<file path="src/rtl/seq_comparator_32b.sv">
// seq_comparator_32b: multi-cycle 32-bit magnitude comparator, one nibble
// per clock from the MSB down, stopping at the first differing nibble.
//
// Optional feature macro: SEQ_COMP_SIGNED_EN
//   When defined, adds the i_signed port. With captured i_signed=1, the
//   top nibble treats bit 31 as a two's-complement sign bit.
//
// Ports:
//   i_clk      clock, all state on rising edge
//   i_rst_n    synchronous active-low reset
//   i_start    request, accepted only when o_busy=0 (IDLE or DONE)
//   i_a, i_b   32-bit operands, captured on accepted start
//   i_bg/i_sl/i_eq  cascade inputs, used when all nibbles are equal
//   i_signed   signed compare select (SEQ_COMP_SIGNED_EN only)
//   o_busy     comparison in progress
//   o_done     one-cycle pulse when result flags update
//   o_bg/o_sl/o_eq  A>B, A<B, A=B (held until the next result)
module seq_comparator_32b (
    input  logic        i_clk,
    input  logic        i_rst_n,
    input  logic        i_start,
    input  logic [31:0] i_a,
    input  logic [31:0] i_b,
    input  logic        i_bg,
    input  logic        i_sl,
    input  logic        i_eq,
`ifdef SEQ_COMP_SIGNED_EN
    input  logic        i_signed,
`endif
    output logic        o_busy,
    output logic        o_done,
    output logic        o_bg,
    output logic        o_sl,
    output logic        o_eq
);

    typedef enum logic [1:0] {
        IDLE = 2'd0,
        RUN  = 2'd1,
        DONE = 2'd2
    } state_t;

    state_t      state;
    state_t      state_next;
    logic [2:0]  idx;
    logic [2:0]  idx_next;
    logic [31:0] a_cap;
    logic [31:0] a_cap_next;
    logic [31:0] b_cap;
    logic [31:0] b_cap_next;
    logic [2:0]  casc;
    logic [2:0]  casc_next;
    logic        busy_next;
    logic        done_next;
    logic        bg_next;
    logic        sl_next;
    logic        eq_next;
    logic [3:0]  a_nib;
    logic [3:0]  b_nib;
    logic        accept;

`ifdef SEQ_COMP_SIGNED_EN
    logic        sgn;
    logic        sgn_next;
`endif

    // Current nibble pair under comparison.
    always_comb begin
        a_nib = a_cap[{idx, 2'b00} +: 4];
        b_nib = b_cap[{idx, 2'b00} +: 4];
`ifdef SEQ_COMP_SIGNED_EN
        // Flipping both sign bits maps two's-complement order onto
        // unsigned order for the top nibble.
        if (sgn && (idx == 3'd7)) begin
            a_nib[3] = ~a_nib[3];
            b_nib[3] = ~b_nib[3];
        end
`endif
    end

    // A new start is taken whenever no comparison is running.
    assign accept = i_start && (state != RUN);

    always_comb begin
        state_next = state;
        idx_next   = idx;
        a_cap_next = a_cap;
        b_cap_next = b_cap;
        casc_next  = casc;
        busy_next  = 1'b0;
        done_next  = 1'b0;
        bg_next    = o_bg;
        sl_next    = o_sl;
        eq_next    = o_eq;
`ifdef SEQ_COMP_SIGNED_EN
        sgn_next   = sgn;
`endif

        unique case (state)
            IDLE, DONE: begin
                state_next = IDLE;
                if (accept) begin
                    state_next = RUN;
                    idx_next   = 3'd7;
                    a_cap_next = i_a;
                    b_cap_next = i_b;
                    casc_next  = {i_bg, i_sl, i_eq};
                    busy_next  = 1'b1;
`ifdef SEQ_COMP_SIGNED_EN
                    sgn_next   = i_signed;
`endif
                end
            end
            RUN: begin
                busy_next = 1'b1;
                if (a_nib > b_nib) begin
                    state_next = DONE;
                    busy_next  = 1'b0;
                    done_next  = 1'b1;
                    {bg_next, sl_next, eq_next} = 3'b100;
                end else if (a_nib < b_nib) begin
                    state_next = DONE;
                    busy_next  = 1'b0;
                    done_next  = 1'b1;
                    {bg_next, sl_next, eq_next} = 3'b010;
                end else if (idx != 3'd0) begin
                    idx_next = idx - 3'd1;
                end else begin
                    // All nibbles equal: cascade bits pass straight through.
                    state_next = DONE;
                    busy_next  = 1'b0;
                    done_next  = 1'b1;
                    {bg_next, sl_next, eq_next} = casc;
                end
            end
            default: begin
                state_next = IDLE;
            end
        endcase
    end

    always_ff @(posedge i_clk) begin
        if (!i_rst_n) begin
            state  <= IDLE;
            idx    <= 3'd7;
            a_cap  <= 32'd0;
            b_cap  <= 32'd0;
            casc   <= 3'd0;
            o_busy <= 1'b0;
            o_done <= 1'b0;
            o_bg   <= 1'b0;
            o_sl   <= 1'b0;
            o_eq   <= 1'b0;
`ifdef SEQ_COMP_SIGNED_EN
            sgn    <= 1'b0;
`endif
        end else begin
            state  <= state_next;
            idx    <= idx_next;
            a_cap  <= a_cap_next;
            b_cap  <= b_cap_next;
            casc   <= casc_next;
            o_busy <= busy_next;
            o_done <= done_next;
            o_bg   <= bg_next;
            o_sl   <= sl_next;
            o_eq   <= eq_next;
`ifdef SEQ_COMP_SIGNED_EN
            sgn    <= sgn_next;
`endif
        end
    end

endmodule

</file>
<file path="config.mk">
export PLATFORM = sky130hd
export DESIGN_NAME = seq_comparator_32b
export DESIGN_NICKNAME = d
export VERILOG_FILES = /design/src/rtl/seq_comparator_32b.sv
export SDC_FILE = /design/constraint.sdc
export NUM_CORES = 1
export LEC_CHECK = 0
export ABC_AREA = 1
export ABC_CLOCK_PERIOD_IN_PS = 2100
export CORE_ASPECT_RATIO = 1.1
export CORE_MARGIN = 4
export CORE_UTILIZATION = 50
export CTS_BUF_LIST = sky130_fd_sc_hd__clkbuf_8
export CTS_CLUSTER_DIAMETER = 150
export DETAILED_ROUTE_END_ITERATION = 8
export PLACE_DENSITY = 0.81
export SKIP_CTS_REPAIR_TIMING = 1
export SLEW_MARGIN = 20
export SYNTH_ARGS = -nofsm -noshare
export SYNTH_HDL_FRONTEND = slang
export SYNTH_SLANG_ARGS = --single-unit
</file>
<file path="constraint.sdc">
create_clock -name i_clk -period 2.1 [get_ports i_clk]
set_input_delay 0.315 -clock i_clk [delete_from_list [all_inputs] [get_ports i_clk]]
set_output_delay 0.315 -clock i_clk [all_outputs]
set_load 0.1 [all_outputs]
</file>
### After elaboration in Yosys (flattened, before gate mapping)

Index checks and enable logic that the tools add are counted.

| storage, ports and cells | value |
|---|---|
| word-level logic and storage cells | 60 |
| register bits | 77 |
| memory bits (writable) | 0 |
| bits of input ports | 70 |
| memories | 0 |
| bits in latches | 0 |
| output and inout port bits | 5 |
| ROM bits | 0 |

| cells by class | value |
|---|---|
| multiplexer cells | 27 |
| bitwise logic cells | 0 |
| divide/modulo/power cells | 0 |
| reduce and logical (&&, ||, !) cells | 9 |
| shifts and indexed selects | 2 |
| eq/ne operators | 9 |
| $add $sub $neg | 1 |
| magnitude comparators | 2 |
| multiply operators | 0 |

Operator list:

| operator | count |
|---|---|
| variable part select 32 x 6 -> 4 bit | 2 |
| two-way mux 1 bit | 17 |
| two-way mux 3 bit | 4 |
| != test 2 bit (second input constant) | 4 |
| two-way mux 2 bit | 3 |
| case mux 3 bit (2 select lines) | 1 |
| AND reduction 2 bit | 3 |
| AND reduction 5 bit | 1 |
| > comparator 4 bit | 1 |
| less-than comparator 4 bit | 1 |
| != test 4 bit (second input constant) | 1 |
| case mux 2 bit (2 select lines) | 1 |
| != test 3 bit (second input constant) | 1 |
| nonzero test 3 bit | 1 |
| subtractor 3 x 1 -> 3 bit (second input constant) | 1 |
| == test 2 x 1 -> 1 bit (second input constant) | 1 |
| == test 2 bit (second input constant) | 1 |
| logical NOT 2 bit | 1 |
| != test 2 x 1 -> 1 bit (second input constant) | 1 |
| case mux 1 bit (2 select lines) | 1 |
| nonzero test 2 bit | 1 |
| OR reduction 2 bit | 1 |
| logical AND 1 bit | 1 |

### Longest topological paths before layout

Gate-level depths: netlist of the first run.

| logic depth | value |
|---|---|
| depth after elaboration | 5 |
| mapped depth | 17 |

### Worst setup path after synthesis of the first run

No wires, ideal clock.

| timing path | value |
|---|---|
| path type | register -> register |
| from | register idx[0] |
| to | register o_bg |
| buffers on the path | 2 |
| slack | 138 ps |
| period minus slack after synthesis | 1962 ps |
| arrival | 1843 ps |
| stages on the path, launching flop included | 15 |
| setup time | 119 ps |
| path through | dfxtp_1 > buf_2 > inv_2 > buf_2 > o21ai_0 > o221ai_1 > o21ai_1 > ha_1 > nand2_2 > inv_2 > nand2_1 > nand2_2 > nand3_2 > a21oi_1 > nor2_1 |

| between the ends | value |
|---|---|
| cells in the longest elaborated chain, start to end | 4 |
| elaborated cells between the ends (all ways) | 9 |
| classes of those cells | order compare: 2; eq/ne: 1; shift: 2; mux: 2; reduce/logical: 2 |

RTL lines:

| what | RTL line | source |
|---|---|---|
| from (decl) | 45 | `logic [2:0] idx;` |
| from (signal assigned) | 159 | `idx <= idx_next;` |
| variable part select 32 x 6 -> 4 bit (on tied branches) | 69, 70 |  |
| > comparator 4 bit / less-than comparator 4 bit (equally long branches) | 116, 121 |  |
| != test 3 bit (no line) / two-way mux 1 bit (equally long branches) | -- |  |
| AND reduction 2 bit (no line) / two-way mux 1 bit (equally long branches) | -- |  |
| to (signal assigned) | 165 | `o_bg <= bg_next;` |
| to (decl) | 32 | `output logic o_bg,` |

Parallel ways exist; a longest one is shown, timed or not.
A chain may end at the register's enable or synchronous reset.

### Final worst setup path of the first run

| timing path | value |
|---|---|
| from | register idx[0] |
| to | register idx[0] |

| between the ends | value |
|---|---|
| cells in the longest elaborated chain, start to end | 5 |
| elaborated cells between the ends (all ways) | 14 |
| classes of those cells | add/sub: 1; order compare: 2; eq/ne: 3; shift: 2; mux: 4; reduce/logical: 2 |

RTL lines:

| what |
|---|
| branches (longest 5 deep; another with less-than comparator 4 bit) |

Several ways; the timed one is not identified. The select of a mux whose other input is x is not followed.

==> flow_summary.json, run 1 <==
{
  "status": "finished with violations",
  "timing.hold.ws_ns": 0.411,
  "drv_cap": 0,
  "hpwlAfterDp_mm": 5.98,
  "htreeDepth": 3,
  "ys_types": 24,
  "multi_input_area_um2": 1830,
  "path_buf_inv": 1,
  "nets": 624,
  "slew_violations": 0,
  "finalWirelength_mm": 9.69,
  "crit_fanout": 6,
  "cts_num_sinks": 77,
  "synth_warnings": 0,
  "crit_chain": "buf_2 -> o21ai_0 -> o22ai_1 -> nand2_1 -> nand2_1 -> ha_2 -> nand2_4 -> nor2_4 -> nand3_4 -> a21oi_2 -> o21ai_1",
  "cts-buffers-inserted": 9,
  "slew_headroom": 0.677,
  "grt_util_met3": 0.0351,
  "stdcell_area_um2": 4740,
  "synth_seq_cells": 77,
  "dp.cells": 611,
  "overflow": 0,
  "die_w_um": 86.4,
  "power_density_nw_per_um2": 814,
  "switchingPower_mw": 1.26,
  "worstPathRequired_ns": 2.34,
  "core_area_um2": 6590,
  "combinationalPowerShare": 0.278,
  "worstMarginPinSlew_ns": 0.484,
  "worstSkewPairLatency_ns": 0.36,
  "clk_root_buffer_cell": "clkbuf_8",
  "setup_ws_ns": -0.209,
  "hp-class": "in -> reg",
  "postRouteAntennaNets": 0,
  "grt.total_usage": 0.206,
  "io_pins": 75,
  "grt_pass1_vias": 3112,
  "via_per_inst": 5.52,
  "seqPwrFrac": 0.431,
  "wire_per_inst_um": 15.3,
  "grt_pass1_wl_mm": 13.5,
  "path_depth": 11,
  "fp.dieH_um": 94.2,
  "p_total_mw": 3.86,
  "critical_path_class": "reg -> reg",
  "drc": 0,
  "cts_tree": "built",
  "crit_family": "compound AO/OA/AOI/OAI gates",
  "cts_max_path_buffers": 2,
  "syn_area_per_cell_um2": 7.13,
  "antenna_found_initial": 0,
  "synthCells": 474,
  "final-setup-viol-count": 10,
  "busiest_layer": "met2",
  "seqCellArea_um2": 1550,
  "swShare": 0.327,
  "hold_viol_final": 0,
  "fin_cells": 635,
  "grt_use_met2": 0.355,
  "worstSetupEndpointType": "flip-flop",
  "drt_iter0_drc": 460,
  "cp-start-kind": "flip-flop",
  "whs_path_depth": 2,
  "rows": 31,
  "rsz0062_at_grt": "true",
  "drive_above_1_share": 0.177,
  "r2r.worst_path.cells": 11,
  "p_int_mw": 2.60,
  "clock_skew_ns": 0.00544,
  "clkPwrFrac": 0.291,
  "first_pass_iters": 5,
  "worst_path_most_repeated_cell": "nand2_1",
  "violations": "negative setup slack",
  "path_clk_slew_ns": 0.08,
  "min_period_ns": 2.31,
  "syn_area_um2": 3380,
  "gr-usage-met1": 0.250,
  "vdd_ir_drop_max_uv": 645,
  "start_util": 0.513,
  "place_area_um2": 4170,
  "area_growth_pct": 40.3,
  "vias": 3505,
  "seq_area_frac_synth": 0.456,
  "crit_arrival_ns": 2.55,
  "grt_max_degree": 46,
  "synth_fp_nets": 550,
  "fmaxAchievable_mhz": 433,
  "slowest_stage": "dfxtp_4",
  "place_congestion": 0.950,
  "dieArea_um2": 8140,
  "cpPeakStageDelay_ns": 0.39,
  "fin_tns_setup_ns": -1.31,
  "n_fill_cell": 515,
  "io_buffer_count": 74,
  "p_leak_nw": 1.94,
  "antenna_cells": 0,
  "period_share": 1.10
}
[worst register-to-register path: stages, from the launching register on]
cell     delay, ns
dfxtp_4       0.39
buf_2         0.17
o21ai_0       0.31
o22ai_1       0.14
nand2_1       0.08
nand2_1       0.07
ha_2          0.33
nand2_4       0.06
nor2_4        0.21
nand3_4       0.15
a21oi_2       0.19
o21ai_1       0.09
[through the flow]
| stage | setup WS, ns | util |
|---|---|---|
| after floorplan | 0.138 | - |
| after global placement | 0.116 | 0.633 |
| after detailed placement | -0.0210 | 0.633 |
| after CTS | -0.0632 | 0.663 |
| after global routing | -0.335 | 0.719 |
| final | -0.209 | 0.719 |
[cells in the final DEF (no fill, tap or decap), types with 6 or more instances in the layout]
master / synthesis / routed
nor2_1: 166 / 159
o21ai_0: 100 / 80
dfxtp_1: 77 / 74
clkdlybuf4s50_1: 0 / 68
nand2_1: 27 / 20
o21ai_1: 5 / 15
buf_4: 2 / 14
inv_1: 13 / 13
o21ai_2: 0 / 10
o22ai_1: 12 / 9
clkbuf_8: 0 / 9
nand3_1: 8 / 7
nor2_2: 0 / 6
buf_6: 0 / 6
[worst paths after layout]
kind | startpoint | to | slack (ns)
max | idx[0] | idx[0] | -0.21
min | i_rst_n | idx[2] | 0.41
max reg2reg | idx[0] | idx[0] | -0.21
min reg2reg | casc[0] | casc[0] | 0.46
[kinds of logic (layout without fill, tap and decap cells)]
logic type	count (synthesis)	in the layout	synth area share
AND/OR/NAND/NOR	211	211	0.254
AO/OA/AOI/OAI	130	130	0.201
flip-flops	77	77	0.456
buffers and inverters	50	129	0.0663
adder cells (fa/ha/maj)	6	6	0.0222
[sequential cells by signal, indices dropped and copies added, names as in the netlist]
| signal | count |
|---|---|
| state | 2 |
| o_busy | 1 |
| o_done | 1 |
| o_eq | 1 |
| a_cap | 32 |
| casc | 3 |
| b_cap | 32 |
| idx | 3 |
| o_sl | 1 |
| o_bg | 1 |
[metal layers]
metal | vias up | routed length, um | part of all wire
li1 | 1704 | - | -
met1 | 1587 | 3730 | 0.39
met2 | 171 | 4740 | 0.49
met3 | 43 | 787 | 0.081
met4 | 0 | 434 | 0.045
met5 | - | 0 | 0
[power by group through the flow]
stage | Sequential, mW | Clock [mW] | Combinational (mW)
global route | 1.68 | 1.19 | 1.17
detailed placement | 1.68 | 0 | 0.790
global placement | 1.68 | 0 | 0.759
CTS | 1.65 | 1.13 | 0.796
finish | 1.67 | 1.12 | 1.07
floorplan | 1.72 | 0 | 0.481
[cells in the mapped netlist]
cell      count  share of area
a21oi_1       9          0.013
buf_2        19          0.028
buf_4         2         0.0044
clkbuf_1      7         0.0078
clkbuf_2      4         0.0059
dfxtp_1      77           0.46
ha_1          6          0.022
inv_1        13          0.014
inv_2         5         0.0056
nand2_1      27          0.030
nand2_2       2         0.0037
nand2_4       1         0.0033
nand3_1       8          0.012
nand3_2       1         0.0030
nand3_4       1         0.0052
nand4_1       1         0.0019
nor2_1      166           0.18
nor2_4        2         0.0067
nor3_1        1         0.0015
o21ai_0     100           0.15
o21ai_1       5         0.0074
o221ai_1      4          0.010
o22ai_1      12          0.022
or2_4         1         0.0026
[final cells by class]
type	instances	area share
multi-input combinational	347	0.386
sequential	77	0.327
timing repair buffer	95	0.206
clock buffer	9	0.0261
tap	82	0.0216
inverter	18	0.0174
clock inverter	7	0.0158
Note: power is estimated with default switching activity, not from simulation.
==> run 2, diff against run 1 <==
--- a/config.mk
+++ b/config.mk
@@ -8,14 +8,14 @@
 export ABC_AREA = 1
 export ABC_CLOCK_PERIOD_IN_PS = 2100
 export CORE_ASPECT_RATIO = 1.1
-export CORE_MARGIN = 4
-export CORE_UTILIZATION = 50
+export CORE_MARGIN = 2
+export CORE_UTILIZATION = 52
 export CTS_BUF_LIST = sky130_fd_sc_hd__clkbuf_8
 export CTS_CLUSTER_DIAMETER = 150
 export DETAILED_ROUTE_END_ITERATION = 8
-export PLACE_DENSITY = 0.81
+export PLACE_DENSITY = 0.84
 export SKIP_CTS_REPAIR_TIMING = 1
-export SLEW_MARGIN = 20
+export SLEW_MARGIN = 25
 export SYNTH_ARGS = -nofsm -noshare
 export SYNTH_HDL_FRONTEND = slang
 export SYNTH_SLANG_ARGS = --single-unit
==> run 2 against run 1 <==
Against the previous run:
- critical path depth up 2
- utilization up 3.5 points
- largest power group unchanged
- the flow still finishes with violations (negative setup slack)
- fmax up 5.2%
- sequential share of layout area up 0.21 points
- via count up 1.2%
- first-iteration DRC count down 16%
- worst hold slack worse by 0.012 ns
- cell count down 0.47%
==> flow_summary.json, run 2 (synthesized netlist as in run 1, its figures left out) <==
{
  "cts_max_path_buffers": 2,
  "hp-start": "i_rst_n",
  "crit_arrival_ns": 2.44,
  "cpPeakStageDelay_ns": 0.41,
  "htreeDepth": 3,
  "min_period_ns": 2.19,
  "die_w_um": 80.9,
  "cp-start-kind": "flip-flop",
  "clkPwrFrac": 0.288,
  "worstSkewPairLatency_ns": 0.36,
  "timing.hold.ws_ns": 0.399,
  "cts_tree": "built",
  "io_pins": 75,
  "post-route-util": 0.754,
  "power_density_nw_per_um2": 806,
  "combinationalPowerShare": 0.272,
  "hold_viol_final": 0,
  "place_congestion": 0.897,
  "drv_cap": 0,
  "hp-class": "in -> reg",
  "fmaxAchievable_mhz": 456,
  "crit_fanout": 6,
  "fin_cells": 632,
  "p_leak_nw": 1.95,
  "antenna_cells": 0,
  "stdcell_area_um2": 4700,
  "slew_violations": 0,
  "setup_ws_ns": -0.0942,
  "fin_tns_setup_ns": -0.482,
  "fp.dieH_um": 88.6,
  "clk_root_buffer_cell": "clkbuf_8",
  "cts_num_sinks": 77,
  "startpoint": "idx[0]",
  "regToRegStartpoint": "idx[0]",
  "hpwlAfterDp_mm": 5.95,
  "r2r.worst_path.cells": 13,
  "first_pass_iters": 6,
  "whs_path_depth": 2,
  "dieArea_um2": 7160,
  "layout_commonest_cell": "nor2_1",
  "postRouteAntennaNets": 0,
  "nets": 623,
  "io_buffer_count": 74,
  "seqPwrFrac": 0.439,
  "vias": 3548,
  "cts-buffers-inserted": 9,
  "layout_common_cells": "163 x nor2_1, 78 x o21ai_0, 75 x dfxtp_1, 68 x clkdlybuf4s50_1, 18 x nand2_1",
  "swShare": 0.316,
  "grt_pass1_wl_mm": 13.4,
  "pre_cts_ws_ns": 0.0469,
  "critical_path_class": "reg -> reg",
  "area_growth_pct": 39.1,
  "antenna_found_initial": 0,
  "finalWirelength_mm": 9.58,
  "rsz0062_at_grt": "true",
  "drt_iter0_drc": 387,
  "worstPathRequired_ns": 2.34,
  "wire_per_inst_um": 15.2,
  "vdd_ir_drop_max_uv": 446,
  "grt.total_usage": 0.242,
  "worst_path_most_repeated_cell": "nand2_4",
  "worstSetupEndpointType": "flip-flop",
  "place_area_um2": 4200,
  "dp.cells": 610,
  "clock_skew_ns": 0.00659,
  "slew_headroom": 0.666,
  "crit_chain": "buf_8 -> buf_6 -> o21ai_1 -> o22ai_1 -> o21ai_2 -> ha_4 -> nand2_4 -> inv_4 -> nand2_4 -> nand2_4 -> nand3_4 -> a21oi_2 -> o21ai_2",
  "final-setup-viol-count": 7,
  "path_clk_slew_ns": 0.08,
  "grt_pass1_vias": 3053,
  "grt_max_degree": 43,
  "rows": 30,
  "violations": "negative setup slack",
  "core_area_um2": 6230,
  "via_per_inst": 5.61,
  "status": "finished with violations",
  "slowest_stage": "dfxtp_4",
  "period_share": 1.04,
  "switchingPower_mw": 1.20,
  "largestRegisters": "a_cap (32), b_cap (32)",
  "worstMarginPinSlew_ns": 0.501,
  "p_int_mw": 2.59,
  "drc": 0,
  "start_util": 0.542,
  "n_fill_cell": 473,
  "p_total_mw": 3.79,
  "r2r_slack_ns": -0.09,
  "drive_above_1_share": 0.156,
  "overflow": 0
}
## run 2: cell types whose count changed in the layout (fill, tap and decap cells not counted), sizes merged
cell,previous run,this run
clkinvlp,3,1
inv,19,20
## run 2: power groups by stage
stage | Sequential, mW | Combinational [mW] | Clock (mW)
global placement | 1.68 | 0.769 | 0
detailed placement | 1.69 | 0.792 | 0
finish | 1.66 | 1.03 | 1.09
global route | 1.68 | 1.12 | 1.15
CTS | 1.65 | 0.799 | 1.09
floorplan | 1.72 | 0.481 | 0
## run 2: cell type report
cell class,count,area (um2),area share
Timing Repair Buffer,94,990,0.211
Sequential cell,77,1550,0.329
Multi-Input combinational cell,347,1790,0.381
Inverter,18,82.6,0.0176
Clock inverter,6,55.1,0.0117
Clock buffer,10,138,0.0293
Tap cell,80,100,0.0213
## run 2: routing by layer
metal | global-route usage | routed length (um)
met5 | 0 | 0
met1 | 0.291 | 3740
met3 | 0.0531 | 746
met2 | 0.420 | 4700
met4 | 0.0986 | 395
## run 2: worst paths after layout
check             endpoint
setup / recovery    idx[0]
hold reg to reg    casc[0]
setup reg to reg    idx[0]
hold / removal      idx[2]
## run 2: critical path, delay by kind of cell (launching register included)
kind                       cells  cell delay [ns]
AOI/OAI and AO/OA              5             0.71
DFF                            1             0.41
buffers and inverters          3             0.32
and+or+nand+nor                4             0.35
adders and majority gates      1             0.29
==> run 3, diff against run 2 <==
--- a/config.mk
+++ b/config.mk
@@ -11,7 +11,6 @@
 export CORE_MARGIN = 2
 export CORE_UTILIZATION = 52
 export CTS_BUF_LIST = sky130_fd_sc_hd__clkbuf_8
-export CTS_CLUSTER_DIAMETER = 150
 export DETAILED_ROUTE_END_ITERATION = 8
 export PLACE_DENSITY = 0.84
 export SKIP_CTS_REPAIR_TIMING = 1
==> results of run 3 <==
Same layout as run 2: the final DEF is identical, and so are final timing and power.
